### src/rtl/hiz_tile_max_reducer.sv
// Hi-Z tile max reducer: streams every leaf depth sample of one tile
// through a fixed-latency read port and emits the farthest (max) depth.
module hiz_tile_max_reducer #(
   parameter int DEPTH_BITS   = 24,
   parameter int TILE_ID_BITS = 10,
   parameter int SAMPLES_LOG2 = 4
) (
   input  logic                                 clk,
   input  logic                                 rst,
   input  logic                                 req_valid,
   output logic                                 req_ready,
   input  logic [TILE_ID_BITS-1:0]              req_tile_id,
   output logic                                 rd_en,
   output logic [TILE_ID_BITS+SAMPLES_LOG2-1:0] rd_addr,
   input  logic [DEPTH_BITS-1:0]                rd_data,
   output logic                                 upd_valid,
   input  logic                                 upd_ready,
   output logic [TILE_ID_BITS-1:0]              upd_tile_id,
   output logic [DEPTH_BITS-1:0]                upd_max_z,
   output logic                                 busy
);

   localparam logic [SAMPLES_LOG2-1:0] LAST_IDX = '1;

   typedef enum logic [1:0] {
      IDLE,
      ISSUE,
      DRAIN,
      OUTPUT
   } state_t;

   state_t                   state;
   state_t                   state_nxt;
   logic [TILE_ID_BITS-1:0]  tile_q;
   logic [SAMPLES_LOG2-1:0]  issue_idx;
   logic [SAMPLES_LOG2-1:0]  recv_cnt;
   logic [DEPTH_BITS-1:0]    acc;
   logic [DEPTH_BITS-1:0]    acc_nxt;
   logic                     rd_pend;
   logic                     accept;
   logic                     ret_last;

   // rd_pend marks the cycle in which rd_data belongs to this reduction
   assign accept   = req_valid && req_ready;
   assign ret_last = rd_pend && (recv_cnt == LAST_IDX);
   assign acc_nxt  = (rd_data > acc) ? rd_data : acc;
   assign rd_addr  = {tile_q, issue_idx};

   always_comb begin
      state_nxt = state;
      req_ready = 1'b0;
      rd_en     = 1'b0;
      upd_valid = 1'b0;
      busy      = 1'b1;
      unique case (state)
         IDLE: begin
            req_ready = 1'b1;
            busy      = 1'b0;
            if (req_valid) state_nxt = ISSUE;
         end
         ISSUE: begin
            rd_en = 1'b1;
            if (issue_idx == LAST_IDX) state_nxt = DRAIN;
         end
         DRAIN: begin
            if (ret_last) state_nxt = OUTPUT;
         end
         OUTPUT: begin
            upd_valid = 1'b1;
            if (upd_ready) state_nxt = IDLE;
         end
         default: state_nxt = IDLE;
      endcase
   end

   always_ff @(posedge clk) begin
      if (rst) begin
         state       <= IDLE;
         tile_q      <= '0;
         issue_idx   <= '0;
         recv_cnt    <= '0;
         acc         <= '0;
         rd_pend     <= 1'b0;
         upd_tile_id <= '0;
         upd_max_z   <= '0;
      end else begin
         state   <= state_nxt;
         rd_pend <= rd_en;
         if (accept) begin
            tile_q    <= req_tile_id;
            issue_idx <= '0;
            recv_cnt  <= '0;
            acc       <= '0;
         end
         if (rd_en) issue_idx <= issue_idx + 1'b1;
         if (rd_pend) begin
            acc      <= acc_nxt;
            recv_cnt <= recv_cnt + 1'b1;
         end
         // result regs stay put across the next tile's accumulation
         if (ret_last) begin
            upd_tile_id <= tile_q;
            upd_max_z   <= acc_nxt;
         end
      end
   end

endmodule

### config.mk
export PLATFORM = sky130hd
export DESIGN_NAME = hiz_tile_max_reducer
export DESIGN_NICKNAME = d
export VERILOG_FILES = /design/src/rtl/hiz_tile_max_reducer.sv
export SDC_FILE = /design/constraint.sdc
export NUM_CORES = 1
export LEC_CHECK = 0
export CAP_MARGIN = 20
export CORE_ASPECT_RATIO = 1.75
export CORE_UTILIZATION = 33
export CTS_CLUSTER_DIAMETER = 50
export DETAILED_ROUTE_END_ITERATION = 8
export HOLD_SLACK_MARGIN = 0.1
export PLACE_DENSITY = 0.66
export SLEW_MARGIN = 20
export SYNTH_ARGS = -nofsm -noshare
export SYNTH_HDL_FRONTEND = slang
export SYNTH_SLANG_ARGS = --single-unit
### constraint.sdc
create_clock -name clk -period 3.48 [get_ports clk]
set_input_delay 0.696 -clock clk [delete_from_list [all_inputs] [get_ports clk]]
set_output_delay 0.696 -clock clk [all_outputs]
set_load 0.05 [all_outputs]
==> results of run 1 <==
==> area by class of cell <==
class                           instances  area (sq um)
Inverter                               29           109
Tap cell                              165           206
Clock inverter                          7          57.6
Multi-Input combinational cell        386          2230
Timing Repair Buffer                  106          1030
Fill cell                            1210          6570
Sequential cell                        79          1580
Clock buffer                            9           225
==> worst max path at each step <==
stage                            from       endpoint  slack [ns]  cells after the start
after CTS                 rd_data[23]   upd_max_z[2]        0.40                     10
after global routing      rd_data[23]  upd_max_z[15]        0.19                     10
after global placement    rd_data[21]   upd_max_z[0]        0.15                     10
after floorplan           rd_data[23]         acc[0]        0.74                     10
final                     rd_data[23]   upd_max_z[2]        0.39                     10
after detailed placement  rd_data[23]   upd_max_z[2]        0.04                     10
==> power groups by stage <==
| stage | Combinational, mW | Clock (mW) | Sequential [mW] |
|---|---|---|---|
| final | 0.919 | 0.898 | 1.06 |
| after global routing | 1.00 | 0.962 | 1.07 |
| after CTS | 0.921 | 0.918 | 1.06 |
| after detailed placement | 0.915 | 0 | 1.08 |
| after global placement | 0.895 | 0 | 1.07 |
| after floorplan | 0.551 | 0 | 1.14 |
==> Yosys cell counts <==
library cell	number
buf_1	1
nor3_1	7
nand3_1	7
o22ai_1	1
nand4_1	6
mux2i_1	3
buf_4	3
nand3b_1	1
o211ai_1	1
nor2b_1	3
or3_1	1
inv_1	29
o21ai_0	5
a221oi_1	1
nand2_1	139
dfxtp_1	79
or2_1	1
buf_2	6
clkbuf_1	31
a211oi_1	25
a41oi_1	2
a221o_1	1
a21o_1	4
a31oi_1	24
o21ai_1	1
nor4_1	1
a21oi_1	61
nor4_2	1
nor3_4	1
ha_1	30
and2_1	1
a311oi_1	23
and3_1	1
and4_1	1
nor2_1	33
==> metal layers <==
metal  vias up  GRT usage  part of all wire
met1      1915      0.202              0.41
met4         0     0.0567             0.016
li1       2023          -                 -
met2       124      0.329              0.53
met5         -          0                 0
met3        20     0.0398             0.047
==> critical path: cells and delay by family <==
family | cells | cell delay [ns]
simple gates | 5 | 1.15
buf+inv | 2 | 0.68
compound gates | 2 | 0.45
fa+ha+maj | 1 | 0.34
==> per-stage QoR <==
stage,power (mW),hold WS [ns]
after floorplan,1.69,0.458
after global placement,1.97,0.442
after detailed placement,1.99,0.452
after CTS,2.90,0.462
after global routing,3.04,0.484
final,2.88,0.459
==> sequential cells by signal (all words and copies together), names as in the netlist <==
name         cells
acc             24
issue_idx        4
rd_pend          1
recv_cnt         4
state            2
tile_q          10
upd_max_z       24
upd_tile_id     10
==> kinds of logic after synthesis <==
family,after synthesis,synth area share
simple gates,204,0.208
compound gates,149,0.234
flops,79,0.388
buf+inv,70,0.0691
fa+ha+maj,30,0.0922
mux,3,0.00738
==> results.cfg, run 1 <==
[outcome]
status = finished, final reports clean

[worst_setup_path]
r2r-start = acc[21]
cpPeakStageDelay_ns = 0.45
start_kind = input pin
cp_slowest_cell = clkdlybuf4s50_1
end_kind = flop
critPathRequiredTime_ns = 3.72
critPathMaxFanout = 16
r2r_cells = 10
cp.arrival_ns = 3.32
worstReg2RegEnd = upd_max_z[2]
worstPathCellList = clkdlybuf4s50_1 -> ha_1 -> nand4_1 -> or2_1 -> or3_1 -> nor3_4 -> a21o_1 -> buf_4 -> nand2_1 -> a311oi_1
reg2reg_setup_slack_ns = 0.80
path_class = input pin to flop

[clock_network]
ctsHoldBuffers = 0
htree_levels = 3
cts_tree = done
cts_resized = 0
clockBufferDepth = 2
cts_buffers = 9
clk_latency_ns = 0.34
clkSinkCount = 79
clkTransAtPathRegs_ns = 0.06
cts_setup_buffers = 0
cts-root-buf = clkbuf_16

[min_path]
min_from = upd_tile_id[0]
min_to = upd_tile_id[0]
hold_path.class = flop to flop
min_path_cells = 2

[pwr]
power.leakage_nw = 1.84
seq_power_share = 0.368
internal-power_mw = 1.79
switchingPower_mw = 1.09
p_clk_frac = 0.312
combPwrFrac = 0.320
powerDensity_nw_per_um2 = 529
vdd_drop_max_v = 0.000547
swShare = 0.378

[yosys]
ys_warn_count = 0
synth_area_leaders = dfxtp_1 39%, nand2_1 13%, ha_1 9.2%
synth_seq_cells = 79
seq_area_frac_synth = 0.388
synth_top_area_share = 0.388
syn-num-nets = 603
synth.avg_cell_area_sq_um = 7.61
synth_cell_types = 35
synth_top_area_cell = dfxtp_1
netlist_area_sq_um = 4070
syn_inst = 535

[sta]
max_freq_mhz = 324
fin_ws_ns = 0.393
timing.final.hold_violations = 0
relSlewSlack = 0.510
setup_tns_ns = 0
timing.final.crit_share = 0.887
worst_pin_slew_ns = 0.735
fin_skew_ns = 0.00466
setup_viol = 0
rsz0062_at_grt = false
maxSlewViolCount = 0
fin_crit_ns = 3.09

[global_routing]
antenna_found_initial = 0
grt_pass1_wl_microns = 18500
grt_max_degree = 58
gr-total-overflow = 0
track_usage = 0.179
grt_pass1_vias = 4008

[placed_design]
place_area_sq_um = 5150
gp_congestion = 0.809
hpwl_microns = 7700
io_buffers = 89
dp.cells = 765
pre_cts_ws_ns = 0.0407

[die]
floorplan.initialDensity = 0.339
core_area_sq_um = 12000
die-area_sq_um = 12800
io_pins = 90
die_x_microns = 86.0
die_height_microns = 149
num_rows = 53

[run]
cap_violations = 0

[final_layout]
final_cells = 781
area_growth_pct = 33.4
diodes = 0
drive_above_1_share = 0.0649
fin_area_sq_um = 5430
final_common_cell = nand2_1
utilization = 0.453
fin_nets = 679
final_cell_mix = 139 x nand2_1, 88 x clkdlybuf4s50_1, 78 x dfxtp_1

[route]
vias_per_cell = 5.23
drt_wl_total_microns = 11000
dr.pass1.iters = 5
vias = 4082
first_iter_violations = 245
drt-wirelength-per-cell_microns = 14.1
drc = 0
final_antenna_net_count = 0
Power figures use the tool's default switching activity.
==> run 2, diff against run 1 <==
- CORE_UTILIZATION: 33 -> 51
- GPL_ROUTABILITY_DRIVEN: unset -> 0
- PLACE_DENSITY: 0.66 -> 0.91
==> results.cfg, run 2 (synthesis results as in run 1) <==
[outcome]
status = finished, final reports clean

[sta]
rsz0062_at_grt = false
maxSlewViolCount = 0
timing.final.crit_share = 0.884
timing.final.hold_violations = 0
setup_tns_ns = 0
fin_crit_ns = 3.08
timing.hold.ws_ns = 0.452
fin_ws_ns = 0.402
fin_skew_ns = 0.00735
relSlewSlack = 0.306
setup_viol = 0
max_freq_mhz = 325
worst_pin_slew_ns = 1.04

[global_routing]
grt_pass1_wl_microns = 17400
grt_max_degree = 58
grt_pass1_vias = 4123
antenna_found_initial = 0
track_usage = 0.256
gr-total-overflow = 0

[worst_setup_path]
cpPeakStageDelay_ns = 0.47
cp.arrival_ns = 3.32
r2r-start = acc[22]
worstPathCellList = clkdlybuf4s50_1 -> ha_1 -> nand4_1 -> or2_1 -> or3_1 -> nor3_4 -> a21o_1 -> buf_4 -> nand2_1 -> a311oi_1
critPathRequiredTime_ns = 3.72
path_class = input pin to flop
start_kind = input pin
critPathMaxFanout = 16
end_kind = flop
crit_path_start = rd_data[22]
crit_family = simple AND/OR/NAND/NOR gates
cp_slowest_cell = clkdlybuf4s50_1
critPathBufInv = 2

[die]
io_pins = 90
die-area_sq_um = 8360
num_rows = 42
die_x_microns = 69.5
core_area_sq_um = 7670
die_height_microns = 120
floorplan.initialDensity = 0.531

[route]
drt_wl_total_microns = 10500
final_antenna_net_count = 0
dr.pass1.iters = 4
drc = 0
drt-wirelength-per-cell_microns = 14.9
first_iter_violations = 329
vias = 4146
vias_per_cell = 5.91

[final_layout]
area_growth_pct = 31.0
final_cell_mix = 139 x nand2_1, 88 x clkdlybuf4s50_1, 78 x dfxtp_1
fin_nets = 677
utilization = 0.695
drive_above_1_share = 0.0586
n_fill_cell = 588
final_cells = 702
final_common_cell = nand2_1
fin_area_sq_um = 5340
top_regs = acc: 24 flops, upd_max_z: 24 flops
diodes = 0

[pwr]
vdd_drop_max_v = 0.000484
switchingPower_mw = 1.06
finalPower_mw = 2.91
power.leakage_nw = 1.84
internal-power_mw = 1.85
seq_power_share = 0.363
powerDensity_nw_per_um2 = 546
swShare = 0.364
p_clk_frac = 0.325
combPwrFrac = 0.312

[clock_network]
htree_levels = 3
clkTransAtPathRegs_ns = 0.06
cts-root-buf = clkbuf_16
cts_tree = done
clockBufferDepth = 2
cts_resized = 0
cts_buffers = 9
clkSinkCount = 79
cts_setup_buffers = 0
clk_latency_ns = 0.34
ctsHoldBuffers = 0

[placed_design]
pre_cts_ws_ns = 0.0575
place_area_sq_um = 5030
dp.cells = 686
io_buffers = 89
hpwl_microns = 7310

[run]
cap_violations = 0

[min_path]
hold_path.class = flop to flop
min_from = upd_tile_id[2]
run 2: cell count changes in the layout (fill, tap and decap cells not counted), sizes merged:
| cell | change |
|---|---|
| clkbuf | +1 |
| inv | -2 |
| clkinvlp | -1 |
| clkinv | +1 |
| bufinv | +1 |
| buf | -2 |
run 2: worst paths after layout:
check	endpoint	slack, ns	depth (start not counted)
worst max-delay path	upd_max_z[16]	0.40	10
worst min-delay path	upd_tile_id[2]	0.45	2
worst max register to register	upd_max_z[16]	0.81	10
worst min register to register	upd_tile_id[2]	0.45	2
run 2: cell type report:
cell class                 instances  area (sq um)  area share
clock buffer                      10           229      0.0429
clock inverter                     6          71.3      0.0134
inverter                          29           109      0.0204
multi-input combinational        386          2220       0.417
sequential                        79          1580       0.297
tap                               88           110      0.0206
timing repair buffer             104          1010       0.189
run 2: per-layer routing:
layer	up-vias	wire (microns)	track usage
met5	-	0	0
met4	0	333	0.147
met3	36	727	0.0575
met2	183	5520	0.468
met1	1906	3900	0.264
li1	2021	-	-
run 2: worst reg2reg max path, cell delays in order (launching register included):
cell and delay, ns:
dfxtp_1 0.39, inv_1 0.06, ha_1 0.29, nand4_1 0.11
or2_1 0.28, or3_1 0.42, nor3_4 0.25, a21o_1 0.18
buf_4 0.24, nand2_1 0.08, a311oi_1 0.27
run 2: power by group through the flow:
stage	Combinational, mW	Sequential (mW)	Clock [mW]
5_1_grt	0.994	1.07	0.984
2_1_floorplan	0.551	1.14	0
6_report	0.909	1.06	0.946
3_5_place_dp	0.900	1.07	0
4_1_cts	0.906	1.06	0.954
3_3_place_gp	0.878	1.07	0
==> run 3, diff against run 2 <==
- SKIP_CTS_REPAIR_TIMING: unset -> 1
==> results of run 3 <==
Same layout as run 2: the final DEF is identical, and so are final timing and power.
